**config.mk**
```make
export PLATFORM = sky130hd
export DESIGN_NAME = placar_partida
export DESIGN_NICKNAME = d
export VERILOG_FILES = /design/src/rtl/placar_partida_pkg.sv /design/src/rtl/placar_partida_hex7seg.sv /design/src/rtl/placar_partida.sv
export SDC_FILE = /design/constraint.sdc
export NUM_CORES = 1
export LEC_CHECK = 0
export BUFFER_PORTS_ARGS = -buffer_cell sky130_fd_sc_hd__buf_4
export CORE_UTILIZATION = 52
export DETAILED_ROUTE_END_ITERATION = 10
export GPL_ROUTABILITY_DRIVEN = 1
export GPL_TIMING_DRIVEN = 0
export PLACE_DENSITY = 0.81
export SYNTH_ARGS = -nofsm -noshare
export SYNTH_HDL_FRONTEND = slang
export SYNTH_SLANG_ARGS = --single-unit
```
**constraint.sdc**
```tcl
create_clock -name clk -period 3 [get_ports clk]
set_input_delay 0.15 -clock clk [delete_from_list [all_inputs] [get_ports clk]]
set_output_delay 0.15 -clock clk [all_outputs]
set_load 0.02 [all_outputs]
```
**src/rtl/placar_partida_pkg.sv**
```systemverilog
// Shared types and helpers for the match controller: FSM states, winner codes,
// blank HEX pattern and small score arithmetic used by the display path.
package placar_partida_pkg;

  typedef enum logic [2:0] {
    ESTADO_ESPERA,
    ESTADO_SAQUE,
    ESTADO_JOGO,
    ESTADO_PONTO,
    ESTADO_FIM
  } estado_t;

  localparam logic [1:0] VENC_NENHUM = 2'd0;
  localparam logic [1:0] VENC_ESQ    = 2'd1;
  localparam logic [1:0] VENC_DIR    = 2'd2;

  localparam logic [6:0] HEX_APAGADO = 7'b1111111;

  localparam int PONTOS_VITORIA_PADRAO = 7;

  // Scores stop at 15 instead of wrapping back to 0.
  function automatic logic [3:0] incr_sat(input logic [3:0] v);
    return (v == 4'd15) ? v : v + 4'd1;
  endfunction

  function automatic logic [3:0] dezena(input logic [3:0] v);
    return (v >= 4'd10) ? 4'd1 : 4'd0;
  endfunction

  function automatic logic [3:0] unidade(input logic [3:0] v);
    return (v >= 4'd10) ? v - 4'd10 : v;
  endfunction

endpackage

```
**src/rtl/placar_partida_hex7seg.sv**
```systemverilog
// Hex digit to active-low 7-segment decoder with a blank override.
module hex7seg
  import placar_partida_pkg::*;
(
  input  logic [3:0] valor_i,
  input  logic       apagado_i,
  output logic [6:0] seg_o
);

  always_comb begin
    seg_o = HEX_APAGADO;
    if (!apagado_i) begin
      case (valor_i)
        4'h0: seg_o = 7'b1000000;
        4'h1: seg_o = 7'b1111001;
        4'h2: seg_o = 7'b0100100;
        4'h3: seg_o = 7'b0110000;
        4'h4: seg_o = 7'b0011001;
        4'h5: seg_o = 7'b0010010;
        4'h6: seg_o = 7'b0000010;
        4'h7: seg_o = 7'b1111000;
        4'h8: seg_o = 7'b0000000;
        4'h9: seg_o = 7'b0010000;
        4'hA: seg_o = 7'b0001000;
        4'hB: seg_o = 7'b0000011;
        4'hC: seg_o = 7'b1000110;
        4'hD: seg_o = 7'b0100001;
        4'hE: seg_o = 7'b0000110;
        default: seg_o = 7'b0001110;
      endcase
    end
  end

endmodule

```
**src/rtl/placar_partida.sv**
```systemverilog
// Match controller: counts goals, runs the serve countdown and the match-over
// sequence, gates ball motion and drives the six HEX displays.
module placar_partida
  import placar_partida_pkg::*;
#(
  parameter int PONTOS_VITORIA = PONTOS_VITORIA_PADRAO,
  parameter int CICLOS_SEGUNDO = 25000000,
  parameter int SAQUE_SEGUNDOS = 3
) (
  input  logic       clk,
  input  logic       reset,
  input  logic       iniciar,
  input  logic       gol_esq,
  input  logic       gol_dir,
  output logic       bola_liberada,
  output logic       recentra,
  output logic       saque_dir,
  output logic [3:0] placar_esq,
  output logic [3:0] placar_dir,
  output logic [1:0] vencedor,
  output logic [6:0] HEX0,
  output logic [6:0] HEX1,
  output logic [6:0] HEX2,
  output logic [6:0] HEX3,
  output logic [6:0] HEX4,
  output logic [6:0] HEX5
);

  localparam int PW   = (CICLOS_SEGUNDO > 1) ? $clog2(CICLOS_SEGUNDO) : 1;
  localparam int MEIO = (CICLOS_SEGUNDO / 2 > 1) ? CICLOS_SEGUNDO / 2 : 1;
  localparam logic [PW-1:0] PRESC_MAX = PW'(CICLOS_SEGUNDO - 1);
  localparam logic [PW-1:0] MEIO_MAX  = PW'(MEIO - 1);
  localparam logic [3:0]    PV        = 4'(PONTOS_VITORIA);
  localparam logic [3:0]    SEG_INI   = 4'(SAQUE_SEGUNDOS);

  estado_t       estado_q;
  logic          ini_q;
  logic [PW-1:0] presc_q;
  logic [3:0]    seg_q;
  logic          bola_q, recentra_q, saque_dir_q, pisca_q;
  logic [3:0]    esq_q, dir_q;
  logic [1:0]    venc_q;

  logic ini_d;
  assign ini_d = iniciar & ~ini_q;

  // The prescaler is shared: whole seconds during the serve, half seconds for the blink.
  always_ff @(posedge clk) begin
    if (reset) begin
      estado_q    <= ESTADO_ESPERA;
      ini_q       <= 1'b0;
      presc_q     <= '0;
      seg_q       <= 4'd0;
      bola_q      <= 1'b0;
      recentra_q  <= 1'b0;
      saque_dir_q <= 1'b1;
      pisca_q     <= 1'b0;
      esq_q       <= 4'd0;
      dir_q       <= 4'd0;
      venc_q      <= VENC_NENHUM;
    end else begin
      ini_q      <= iniciar;
      recentra_q <= 1'b0;
      case (estado_q)
        ESTADO_ESPERA: begin
          if (ini_d) begin
            estado_q   <= ESTADO_SAQUE;
            recentra_q <= 1'b1;
            presc_q    <= '0;
            seg_q      <= SEG_INI;
          end
        end
        ESTADO_SAQUE: begin
          if (presc_q == PRESC_MAX) begin
            presc_q <= '0;
            if (seg_q == 4'd1) begin
              estado_q <= ESTADO_JOGO;
              bola_q   <= 1'b1;
            end else begin
              seg_q <= seg_q - 4'd1;
            end
          end else begin
            presc_q <= presc_q + 1'b1;
          end
        end
        ESTADO_JOGO: begin
          if (gol_esq && !gol_dir) begin
            esq_q       <= incr_sat(esq_q);
            saque_dir_q <= 1'b1;
            bola_q      <= 1'b0;
            estado_q    <= ESTADO_PONTO;
          end else if (gol_dir && !gol_esq) begin
            dir_q       <= incr_sat(dir_q);
            saque_dir_q <= 1'b0;
            bola_q      <= 1'b0;
            estado_q    <= ESTADO_PONTO;
          end
        end
        ESTADO_PONTO: begin
          if (esq_q == PV || dir_q == PV) begin
            estado_q <= ESTADO_FIM;
            venc_q   <= (esq_q == PV) ? VENC_ESQ : VENC_DIR;
            presc_q  <= '0;
            pisca_q  <= 1'b1;
          end else begin
            estado_q   <= ESTADO_SAQUE;
            recentra_q <= 1'b1;
            presc_q    <= '0;
            seg_q      <= SEG_INI;
          end
        end
        ESTADO_FIM: begin
          if (ini_d) begin
            esq_q       <= 4'd0;
            dir_q       <= 4'd0;
            venc_q      <= VENC_NENHUM;
            saque_dir_q <= 1'b1;
            pisca_q     <= 1'b0;
            estado_q    <= ESTADO_SAQUE;
            recentra_q  <= 1'b1;
            presc_q     <= '0;
            seg_q       <= SEG_INI;
          end else if (presc_q == MEIO_MAX) begin
            presc_q <= '0;
            pisca_q <= ~pisca_q;
          end else begin
            presc_q <= presc_q + 1'b1;
          end
        end
        default: estado_q <= ESTADO_ESPERA;
      endcase
    end
  end

  assign bola_liberada = bola_q;
  assign recentra      = recentra_q;
  assign saque_dir     = saque_dir_q;
  assign placar_esq    = esq_q;
  assign placar_dir    = dir_q;
  assign vencedor      = venc_q;

  logic apaga_esq, apaga_dir, apaga_seg, apaga_venc;
  assign apaga_esq  = (estado_q == ESTADO_FIM) && pisca_q && (venc_q == VENC_ESQ);
  assign apaga_dir  = (estado_q == ESTADO_FIM) && pisca_q && (venc_q == VENC_DIR);
  assign apaga_seg  = (estado_q != ESTADO_SAQUE);
  assign apaga_venc = (estado_q != ESTADO_FIM);

  hex7seg u_hex5 (.valor_i(dezena(esq_q)),    .apagado_i(apaga_esq),  .seg_o(HEX5));
  hex7seg u_hex4 (.valor_i(unidade(esq_q)),   .apagado_i(apaga_esq),  .seg_o(HEX4));
  hex7seg u_hex3 (.valor_i(dezena(dir_q)),    .apagado_i(apaga_dir),  .seg_o(HEX3));
  hex7seg u_hex2 (.valor_i(unidade(dir_q)),   .apagado_i(apaga_dir),  .seg_o(HEX2));
  hex7seg u_hex1 (.valor_i(seg_q),            .apagado_i(apaga_seg),  .seg_o(HEX1));
  hex7seg u_hex0 (.valor_i({2'b00, venc_q}),  .apagado_i(apaga_venc), .seg_o(HEX0));

endmodule

```
==> impl_metrics.toml <==
[route]
drc = 0
via_count = 3490
wirelength_um = 8840
drt_iter0_drc = 118
wl_per_cell_um = 13.7
drt-met1-wl_um = 3880
dr_wl_met3_um = 439
vias_per_cell = 5.41
dr.pass1.iters = 4
wl_met2_um = 4340
highest_layer = "met4"
ant_nets = 0

[placement]
dp_hpwl_um = 6230
placed_cells = 616
gp_congestion = 0.893
place_ws_ns = -0.232
port_buffers = 56

[cts]
cts_htree_levels = 3
cts.path.max_buffers = 2
tritoncts = "built"
clkTransAtPathRegs_ns = 0.07
clk_latency_ns = 0.36
cts-root-buf = "clkbuf_8"
cts.sinks = 59
cts_buffers = 9

[synth]
ys.flop_type = "dfxtp_1"
syn_avg_cell_area_um2 = 8.26
synth-edff-count = 0
syn_area_um2 = 3830
synth_warnings = 0
synthCells = 463
synth.distinct_cells = 63
ys_ff_latch = 59
postSynth.asyncResetShare_pct = 0
ys_seq_area_share_pct = 30.9

[global_route]
grt_pass1_vias = 3085
grt_antenna_before_repair = 0
grt_pass1_wl_um = 13600
grt_overflow = 0
grt_util_all_layers_pct = 22.7
grt_max_degree = 12

[power]
clkPwrFrac_pct = 40.4
vdd.ir_drop.worst_uv = 439
power_switching_mw = 0.474
p_per_area_nw_per_um2 = 377
seqPwrFrac_pct = 45.8
p_leak_nw = 1.96
intPower_mw = 1.31
p_comb_share_pct = 13.8
switching_share_pct = 26.5

[timing]
tightest_slew_ns = 1.13
fmaxAchievable_ghz = 0.340
min_period_ns = 2.94
setup_viol = 0
holdWs_ns = 0.0490
finalClockSkew_ns = 0.0101
setup_ws_ns = 0.0608
maxSlewHeadroom_pct = 24.7
finalHoldViolations = 0
post-route-period-util_pct = 98.0
slew_violations = 0

[run_status]
status = "complete, no violations"

[finish]
nets = 580
diodes = 0
drive_above_1_share_pct = 26.0
stdcell_count = 645
area_growth_pct = 23.9

[die]
die_height_um = 87.8
rows = 30
die_x_um = 87.8
initial_core_util_pct = 55.1
io_pins = 60
dieArea_um2 = 7710
coreArea_um2 = 6940

[worst_hold_path]
min_path_type = "in -> reg"
holdCritStartpoint = "iniciar"

[worst_setup_path]
critPathSlowestCell = "mux4_2"
cp_slowest_stage_delay_ns = 0.47
crit_arrival_ns = 2.79
cp-end-kind = "output pin"
criticalPathCategory = "reg -> out"
crit_chain = "ha_1, o21ai_0, mux2i_2, inv_1, ha_1, mux4_2, or2_2, buf_4"
cpMostUsedCell = "ha_1"
crit_path_start_kind = "register"
critPathLaunch = "placar_dir[1]"
cp_max_fo = 7
r2r-start = "seg_q[0]"
crit_required_ns = 2.85

[run]
maxCapViolCount = 0
[layout by cell type, fill, tap and decap left out, types with 6 or more instances in the layout]
cell type | netlist | layout
nand2b_1 | 18 | 18
clkbuf_8 | 0 | 10
nand2_1 | 29 | 28
o221ai_1 | 8 | 8
nand3_1 | 15 | 15
buf_4 | 14 | 84
nor3_1 | 17 | 17
xnor2_1 | 21 | 21
clkbuf_1 | 10 | 9
inv_1 | 29 | 25
mux2i_1 | 14 | 12
ha_1 | 31 | 29
a21oi_1 | 19 | 18
xor2_1 | 6 | 6
o22ai_1 | 6 | 6
nor2b_1 | 6 | 6
dfxtp_1 | 59 | 55
and3_1 | 8 | 8
nor2_1 | 54 | 52
o21ai_0 | 20 | 16
[repair_timing]
| item | 4_1_cts | 5_1_grt |
|---|---|---|
| gates resized for setup | 10 | 20 |
| setup endpoints to repair | 9 | 24 |
| hold buffers | 0 | 0 |
| pin swaps | 1 | 6 |
| setup buffers | 2 | 12 |
[layer usage]
metal	global-route usage, %	vias to the layer above
li1	-	1772
met1	26.8	1611
met2	39.3	93
met3	6.50	14
met4	8.05	0
met5	0	-
[power groups by stage]
stage	logic [mW]	registers [mW]	clock network, mW
floorplan	0.157	0.835	0
global placement	0.206	0.836	0
detailed placement	0.213	0.838	0
CTS	0.221	0.820	0.732
global route	0.268	0.821	0.767
finish	0.247	0.820	0.722
[path summary, 6_finish.rpt]
path | depth (start not counted) | endpoint | slack [ns]
min reg2reg | 2 | presc_q[1] | 0.49
min | 2 | ini_q | 0.05
max | 8 | HEX2[3] | 0.06
max reg2reg | 10 | register | 0.16
[cells by family after synthesis]
group / synth area share, %
AO/OA/AOI/OAI: 14.4
XOR/XNOR: 6.18
adder cells (fa/ha/maj): 10.1
buffers and inverters: 7.32
flip-flops: 30.9
multiplexers: 5.13
other: 0.0980
AND/OR/NAND/NOR: 25.8
[final cells by class]
| cell class | count | area (µm²) |
|---|---|---|
| Inverter | 29 | 109 |
| Multi-Input combinational cell | 348 | 2430 |
| Timing Repair Buffer | 70 | 526 |
| Tap cell | 96 | 120 |
| Buffer | 27 | 169 |
| Clock buffer | 11 | 141 |
| Sequential cell | 59 | 1190 |
| Clock inverter | 5 | 52.6 |
| Fill cell | 556 | 2200 |
[Yosys cell counts, types with 2 or more instances]
cell type	count	area (µm²)
o22ai_1	6	37.5
o221ai_1	8	70.1
mux4_2	2	45.0
o21bai_1	2	15.0
nor3b_1	3	22.5
or3_1	3	18.8
a211oi_1	2	15.0
buf_4	14	105
nor2b_1	6	37.5
nand2_1	29	109
nor2_1	54	203
inv_1	29	109
o211ai_1	2	15.0
xor2_1	6	52.6
o21a_1	3	22.5
o31ai_1	2	15.0
nand2b_1	18	113
a32oi_1	2	17.5
o21ai_0	20	100
buf_2	2	10.0
ha_1	31	388
a21oi_1	19	95.1
nand3_1	15	75.1
and2_1	5	31.3
nand4_1	5	31.3
o21ai_1	2	10.0
xnor2_1	21	184
o311ai_0	2	17.5
and4_1	2	17.5
a31oi_1	2	12.5
and3_1	8	50.1
or2_2	4	25.0
nand4b_1	2	17.5
nor4_1	4	25.0
and3b_1	2	17.5
nor3_1	17	85.1
mux2i_1	14	140
nand3b_1	3	22.5
clkbuf_1	10	37.5
dfxtp_1	59	1180
[through the flow]
step           utilization (%)  total power, mW  area [µm²]  TNS, ns
2_1_floorplan                -            0.992        3830        0
3_3_place_gp              63.0             1.04        4380   -0.508
3_5_place_dp              63.0             1.05        4380    -1.02
4_1_cts                   66.3             1.77        4600        0
5_1_grt                   68.3             1.86        4740  -0.0683
6_report                  68.3             1.79        4740        0
[critical path: cells and delay by family, from the launching register on]
family	cells	cell delay (ns)
multiplexers	2	0.78
adder cells (fa/ha/maj)	2	0.50
flip-flops	1	0.45
buffers and inverters	2	0.30
AND/OR/NAND/NOR	1	0.28
AO/OA/AOI/OAI	1	0.12
Power figures use the tool's default switching activity.
